===== config.mk =====
export PLATFORM = sky130hd
export DESIGN_NAME = s420_match_capture
export DESIGN_NICKNAME = d
export VERILOG_FILES = /design/src/rtl/s420_match_capture.sv
export SDC_FILE = /design/constraint.sdc
export NUM_CORES = 1
export LEC_CHECK = 0
export CAP_MARGIN = 30
export CORE_UTILIZATION = 40
export DETAILED_ROUTE_END_ITERATION = 12
export PLACE_DENSITY = 0.56
export SLEW_MARGIN = 20
export SYNTH_ARGS = -nofsm -noshare
export SYNTH_HDL_FRONTEND = slang
export SYNTH_SLANG_ARGS = --single-unit

===== constraint.sdc =====
create_clock -name CK -period 6 [get_ports CK]
set_input_delay 1.2 -clock CK [delete_from_list [all_inputs] [get_ports CK]]
set_output_delay 1.2 -clock CK [all_outputs]
set_load 0.03 [all_outputs]

===== src/rtl/s420_match_capture.sv =====
// s420_match_capture: timestamps qualified Z match events into a small FIFO
// and hands them to the next stage over a valid/ready port.
module s420_match_capture #(
  parameter int TS_W      = 16,
  parameter int DEPTH     = 4,
  parameter int EDGE_ONLY = 1,
  parameter int DROP_W    = 8
) (
  input  logic                       CK,
  input  logic                       RST_N,
  input  logic                       P_0,
  input  logic                       Z,
  output logic                       EV_VALID,
  input  logic                       EV_READY,
  output logic [TS_W-1:0]            EV_TS,
  output logic [$clog2(DEPTH):0]     EV_LEVEL,
  output logic                       OVF,
  output logic [DROP_W-1:0]          DROP_CNT,
  input  logic                       OVF_CLR
);

  localparam int PW = $clog2(DEPTH);
  localparam int LW = PW + 1;

  logic [TS_W-1:0]   ts;
  logic              z_q;
  logic [TS_W-1:0]   mem [DEPTH];
  logic [PW-1:0]     rd_ptr;
  logic [PW-1:0]     wr_ptr;
  logic [LW-1:0]     level;
  logic              ovf;
  logic [DROP_W-1:0] drop_cnt;

  logic ev;
  logic pop;
  logic full;
  logic push_ok;
  logic drop;

  always_comb begin
    ev      = (EDGE_ONLY != 0) ? (Z & ~z_q) : Z;
    pop     = (level != '0) & EV_READY;
    full    = (level == LW'(DEPTH));
    push_ok = ev & (~full | pop);
    drop    = ev & ~push_ok;
  end

  always_ff @(posedge CK or negedge RST_N) begin
    if (!RST_N) begin
      ts  <= '0;
      z_q <= 1'b0;
    end else begin
      z_q <= Z;
      if (P_0)
        ts <= ts + 1'b1;
    end
  end

  // Storage carries no reset; EV_TS is masked while the FIFO is empty.
  always_ff @(posedge CK) begin
    if (push_ok)
      mem[wr_ptr] <= ts;
  end

  always_ff @(posedge CK or negedge RST_N) begin
    if (!RST_N) begin
      rd_ptr <= '0;
      wr_ptr <= '0;
      level  <= '0;
    end else begin
      if (pop)
        rd_ptr <= rd_ptr + 1'b1;
      if (push_ok)
        wr_ptr <= wr_ptr + 1'b1;
      unique case (1'b1)
        push_ok & ~pop: level <= level + 1'b1;
        pop & ~push_ok: level <= level - 1'b1;
        default:        level <= level;
      endcase
    end
  end

  // A drop in the same cycle as a clear leaves exactly one drop recorded.
  always_ff @(posedge CK or negedge RST_N) begin
    if (!RST_N) begin
      ovf      <= 1'b0;
      drop_cnt <= '0;
    end else if (OVF_CLR) begin
      ovf      <= drop;
      drop_cnt <= drop ? DROP_W'(1) : '0;
    end else if (drop) begin
      ovf <= 1'b1;
      if (drop_cnt != '1)
        drop_cnt <= drop_cnt + 1'b1;
    end
  end

  always_comb begin
    EV_VALID = (level != '0);
    EV_TS    = EV_VALID ? mem[rd_ptr] : '0;
    EV_LEVEL = level;
    OVF      = ovf;
    DROP_CNT = drop_cnt;
  end

endmodule


# Yosys cells after proc, flatten, opt, wreduce, memory -nomap -nowiden
# Memories as Yosys holds them, arrays and structs flattened.
# Cells that the tools add are included.
[totals] register_bits=33 ram_bits=64 inputBits=6 output_inout_bits=29 elab_cells=42 mem_count=1
[classes] add_sub_neg=6 eq_ne=2 mux=10 bitwise=11 reduce_logical=5
[memory_table] memory="mem" words=4 word_bits=16 rd=1 rd_clocked_by_memory_dff=0 wr=1 line="27" text="logic [TS_W-1:0] mem [DEPTH];"
[ops] cell="8-bit two-way mux" n=3
[ops] cell="16-bit by 1-bit adder with 16-bit output, second input constant" n=1
[ops] cell="16-bit two-way mux" n=1
[ops] cell="8-bit by 1-bit adder with 8-bit output, second input constant" n=1
[ops] cell="8-bit != test, second input constant" n=1
[ops] cell="1-bit bitwise AND" n=6
[ops] cell="3-bit case mux with 2 select lines" n=1
[ops] cell="2-bit nonzero test" n=3
[ops] cell="1-bit two-way mux" n=5
[ops] cell="2-bit by 1-bit adder with 2-bit output, second input constant" n=2
[ops] cell="1-bit NOT" n=4
[ops] cell="3-bit by 1-bit adder with 3-bit output, second input constant" n=1
[ops] cell="3-bit == test, second input constant" n=1
[ops] cell="3-bit nonzero test" n=1
[ops] cell="3-bit by 1-bit subtractor with 3-bit output, second input constant" n=1
[ops] cell="2-bit AND reduction" n=1
[ops] cell="1-bit OR" n=1

# Longest topological paths before layout
[logic_depth] depth_word=8 ltp_mapped=11 ltp_nobuf=9

# Worst setup path before layout
# No wires, ideal clock.
[synth_timing] path_kind="input port to flip-flop" start="input port EV_READY" end="register level[2], in the netlist EV_LEVEL[2]" setup_time_ns=0.080 arrival_ns=3.100 required_time_ns=5.920 path_slack_ns=2.820 stages=11 n_path_buf=2 cell_sequence="or4b_1 > buf_2 > nor2b_1 > clkbuf_1 > inv_1 > ha_1 > inv_1 > fa_1 > xor2_1 > nor2_1 > xor2_1"
[synth_between] elab_chain_len=6 word_cells_on_any_way=9 cone_classes="1 x mux; 7 x bitwise; 1 x reduce/logical"
[synth_lines] item="start: declaration" line="14" text="input logic EV_READY,"
[synth_lines] item="1-bit bitwise AND *" line="42" text="pop = (level != '0) & EV_READY;"
[synth_lines] item="1-bit OR" line="44" text="push_ok = ev & (~full | pop);"
[synth_lines] item="1-bit bitwise AND" line="44"
[synth_lines] item="1-bit NOT" line="77" text="pop & ~push_ok: level <= level - 1'b1;"
[synth_lines] item="1-bit bitwise AND" line="77"
[synth_lines] item="3-bit case mux with 2 select lines / 2-bit nonzero test (equally long branches)"
[synth_lines] item="end signal: assignment" line="76" text="push_ok & ~pop: level <= level + 1'b1;"
[synth_lines] item="end signal: assignment" line="77"
[synth_lines] item="end signal: assignment" line="78" text="default: level <= level;"
[synth_lines] item="end: declaration" line="30" text="logic [LW-1:0] level;"
# Mark *: on every way between the ends. The rest lies on a longest branch, timed or not.
# A chain may end at the register's enable or synchronous reset.

# Worst setup path after layout
[layout_timing] start="register rd_ptr[0]" end="output port EV_TS[14]"
[layout_between] elab_chain_len=2
[layout_lines] item="start: declaration" line="28" text="logic [PW-1:0] rd_ptr;"
[layout_lines] item="start signal: assignment" line="72" text="rd_ptr <= rd_ptr + 1'b1;"
[layout_lines] item="memory read 4 x 16 bit"
[layout_lines] item="16-bit two-way mux" line="100" text="EV_TS = EV_VALID ? mem[rd_ptr] : '0;"
[layout_lines] item="end: declaration" line="15" text="output logic [TS_W-1:0] EV_TS,"
# No other way between the ends.

==> impl_metrics.csv <==
group,metric,value,unit
placed_design,post-place-cells,413,
timing,hold_viol,0,
cts,cts.clk_slew.worst_paths,0.09,ns
placed_design,dp_slack,2.34,ns
timing,timing.final.ws_setup,2.26,ns
global_route,grt_pass1_wl,11.4,mm
logic_synthesis,synth_ff_type,"edfxtp_1",
setup_path,rrSetupSlack,3.48,ns
detailed_routing,drtIter0Drc,81,
global_route,grt_max_degree,34,
layout,drive_above_1_share,12.2,%
layout,nets,305,
floorplanning,core-area,9770,um2
floorplanning,die_h,102,um
placed_design,hpwl,4.34,mm
cts,post-cts-setup-buffers,0,
timing,whs,0.527,ns
placed_design,gp_congestion,0.798,
floorplanning,die_w,102,um
setup_path,end_kind,"primary output",
timing,setup_violations,0,
global_route,antenna_found_initial,0,
detailed_routing,viasPerCell,4.90,
timing,min_period,3.74,ns
detailed_routing,post_drt_wl_per_cell,16.0,um
min_path,min_from,"OVF",
power_and_ir_drop,power_density,444,nW/um2
setup_path,timing.rr.start,"EV_LEVEL[0]",
cts,cts_hold_buf,0,
logic_synthesis,yosys.area_share.xor_xnor,4.58,%
detailed_routing,first_pass_iters,4,
logic_synthesis,synth_nets,267,
setup_path,crit_arrival,2.54,ns
logic_synthesis,synth_edf_count,64,
power_and_ir_drop,switching_share,34.5,%
global_route,grt_overflow_total,0,
floorplanning,dieArea,10400,um2
logic_synthesis,yosysWarnings,0,
min_path,whs_path_depth,2,
logic_synthesis,synth_cells,253,
cts,cts_buffers,9,
logic_synthesis,synth_top_family_by_area,"simple AND/OR/NAND/NOR gates",
cts,clockRootBuffer,"clkbuf_8",
floorplanning,pin_count,35,
floorplanning,initial_utilization,41.1,%
timing,fin_skew,0.00802,ns
power_and_ir_drop,power_frac_comb,35.8,%
min_path,hold_class,"reg -> reg",
flow_run,drv_cap,0,
layout,diodes,0,
cts,cts_resized,0,
detailed_routing,drc,0,
cts,htree_num_levels,3,
layout,stdcell_count,429,
logic_synthesis,synthAdderAreaFrac,2.68,%
setup_path,cp-start-kind,"flop",
min_path,min_to,"OVF",
detailed_routing,ant_nets,0,
floorplanning,rows,36,
logic_synthesis,ys_seq_area_share,68.4,%
layout,final_common_cell,"edfxtp_1",
logic_synthesis,synth_area,4020,um2
timing,tightest_slew,0.907,ns
power_and_ir_drop,power.leakage,1.62,nW
cts,cts_tree,"yes",
outcome,status,"completed",
timing,setup_tns,0,ns
power_and_ir_drop,intPower,1.36,mW
power_and_ir_drop,ir_drop,190,uV
timing,slew_viol_final,0,
logic_synthesis,synthSimpleGateAreaFrac,10.4,%
cts,clkLatencyLatePin,0.35,ns
layout,most-common-layout-cells,"edfxtp_1, clkdlybuf4s50_1, dfrtp_1, and2_1, mux4_2",
global_route,grt_pass1_vias,2197,
setup_path,required,4.80,ns
timing,fin_crit_sh,62.4,%
logic_synthesis,synth_compound_area_share,1.87,%
placed_design,io_buffers,34,
logic_synthesis,async_reset_ff_share,34.0,%
detailed_routing,drt_wl_total,6.84,mm
logic_synthesis,syn_avg_cell_area,15.9,um2
power_and_ir_drop,clockPowerShare,17.6,%
setup_path,path_class,"reg -> out",
global_route,grt_usage,15.4,%
cts,clockBufferDepth,2,
cts,cts.sinks,97,
setup_path,cp_max_fo,13,
timing,fmax,267,MHz
setup_path,reg2reg_depth,9,
logic_synthesis,synthMuxAreaShare,10.3,%
detailed_routing,vias,2103,
timing,slew_headroom,39.5,%
layout,synthToLayoutAreaGrowth,16.2,%
power_and_ir_drop,power.switching,0.716,mW
logic_synthesis,yosys_register_bits,97,
setup_path,r2r-end,"EV_LEVEL[2]",
timing,rsz0062_at_grt,"false",
power_and_ir_drop,power_frac_seq,46.6,%
logic_synthesis,synth_cell_types,37,
-- stage by stage --
step                      utilization, %  area (um2)  total power [mW]
after CTS                           47.7        4670              2.10
final                               47.7        4670              2.07
after detailed placement            46.0        4500              1.74
after global routing                47.7        4670              2.20
after global placement              46.0        4500              1.73
after floorplan                        -        4020              1.46
-- synth_stat cells (all sizes together), types with 4 or more instances --
master	number	area share, %
nand4	4	0.62
and2	21	3.3
xor2	10	2.2
inv	9	0.84
xnor2	11	2.4
ha	7	2.2
o21ai	6	0.75
mux4	16	9.0
nand3	10	1.2
a21oi	4	0.50
nor2	8	0.75
edfxtp	64	48
nor3	5	0.62
nand2	10	0.93
dfrtp	33	21
clkbuf	6	0.56
-- worst max path at each step --
stage	startpoint	endpoint	slack, ns	depth (start not counted)
6_report	rd_ptr[0]	EV_TS[14]	2.26	4
5_1_grt	rd_ptr[0]	EV_TS[8]	2.08	4
4_1_cts	rd_ptr[0]	EV_TS[14]	2.18	4
3_5_place_dp	EV_READY	EV_LEVEL[2]	2.34	10
3_3_place_gp	EV_READY	EV_LEVEL[2]	2.42	10
2_1_floorplan	EV_READY	EV_LEVEL[2]	2.82	11
-- power by group through the flow --
stage                     Sequential, mW  Combinational, mW  Clock (mW)
after CTS                          0.969              0.758       0.376
after global placement             0.978              0.748           0
final                              0.966              0.743       0.365
after global routing               0.988              0.812       0.405
after floorplan                    0.944              0.512           0
after detailed placement           0.984              0.755           0
-- cells by family (layout without fill, tap and decap cells) --
group                      after synthesis  in the layout
AOI/OAI and AO/OA                       13             13
buffers and inverters                   18             61
DFF                                     97             97
xor gates and xnor gates                21             21
adders and majority gates                8              8
muxes                                   21             21
and+or+nand+nor                         75             75
-- layer usage --
layer / part of all wire (%) / GRT usage (%) / vias up
met3: 3.0 / 3.21 / 15
met2: 49 / 24.8 / 51
met1: 46 / 20.1 / 1032
li1: - / - / 1005
met5: 0 / 0 / -
met4: 2.1 / 7.25 / 0
-- layout make-up --
class,instances,area [um2]
clock buffer,12,135
inverter,9,33.8
clock inverter,4,31.3
tap,133,166
fill,857,5110
timing repair buffer,36,355
multi-input combinational,138,1200
sequential,97,2750
-- worst max-delay path, stage by stage (launching register included) --
cell and delay, ns:
dfrtp_1 0.53, buf_4 0.37, mux4_2 0.55, and2_1 0.17
clkdlybuf4s50_1 0.58
-- registers in the layout, summed over array words and instances, names as in the netlist --
name / flops
EV_LEVEL: 3
mem: 64
wr_ptr: 2
z_q: 1
rd_ptr: 2
ts: 16
OVF: 1
DROP_CNT: 8
No activity file was read; power rests on OpenSTA's default activity.
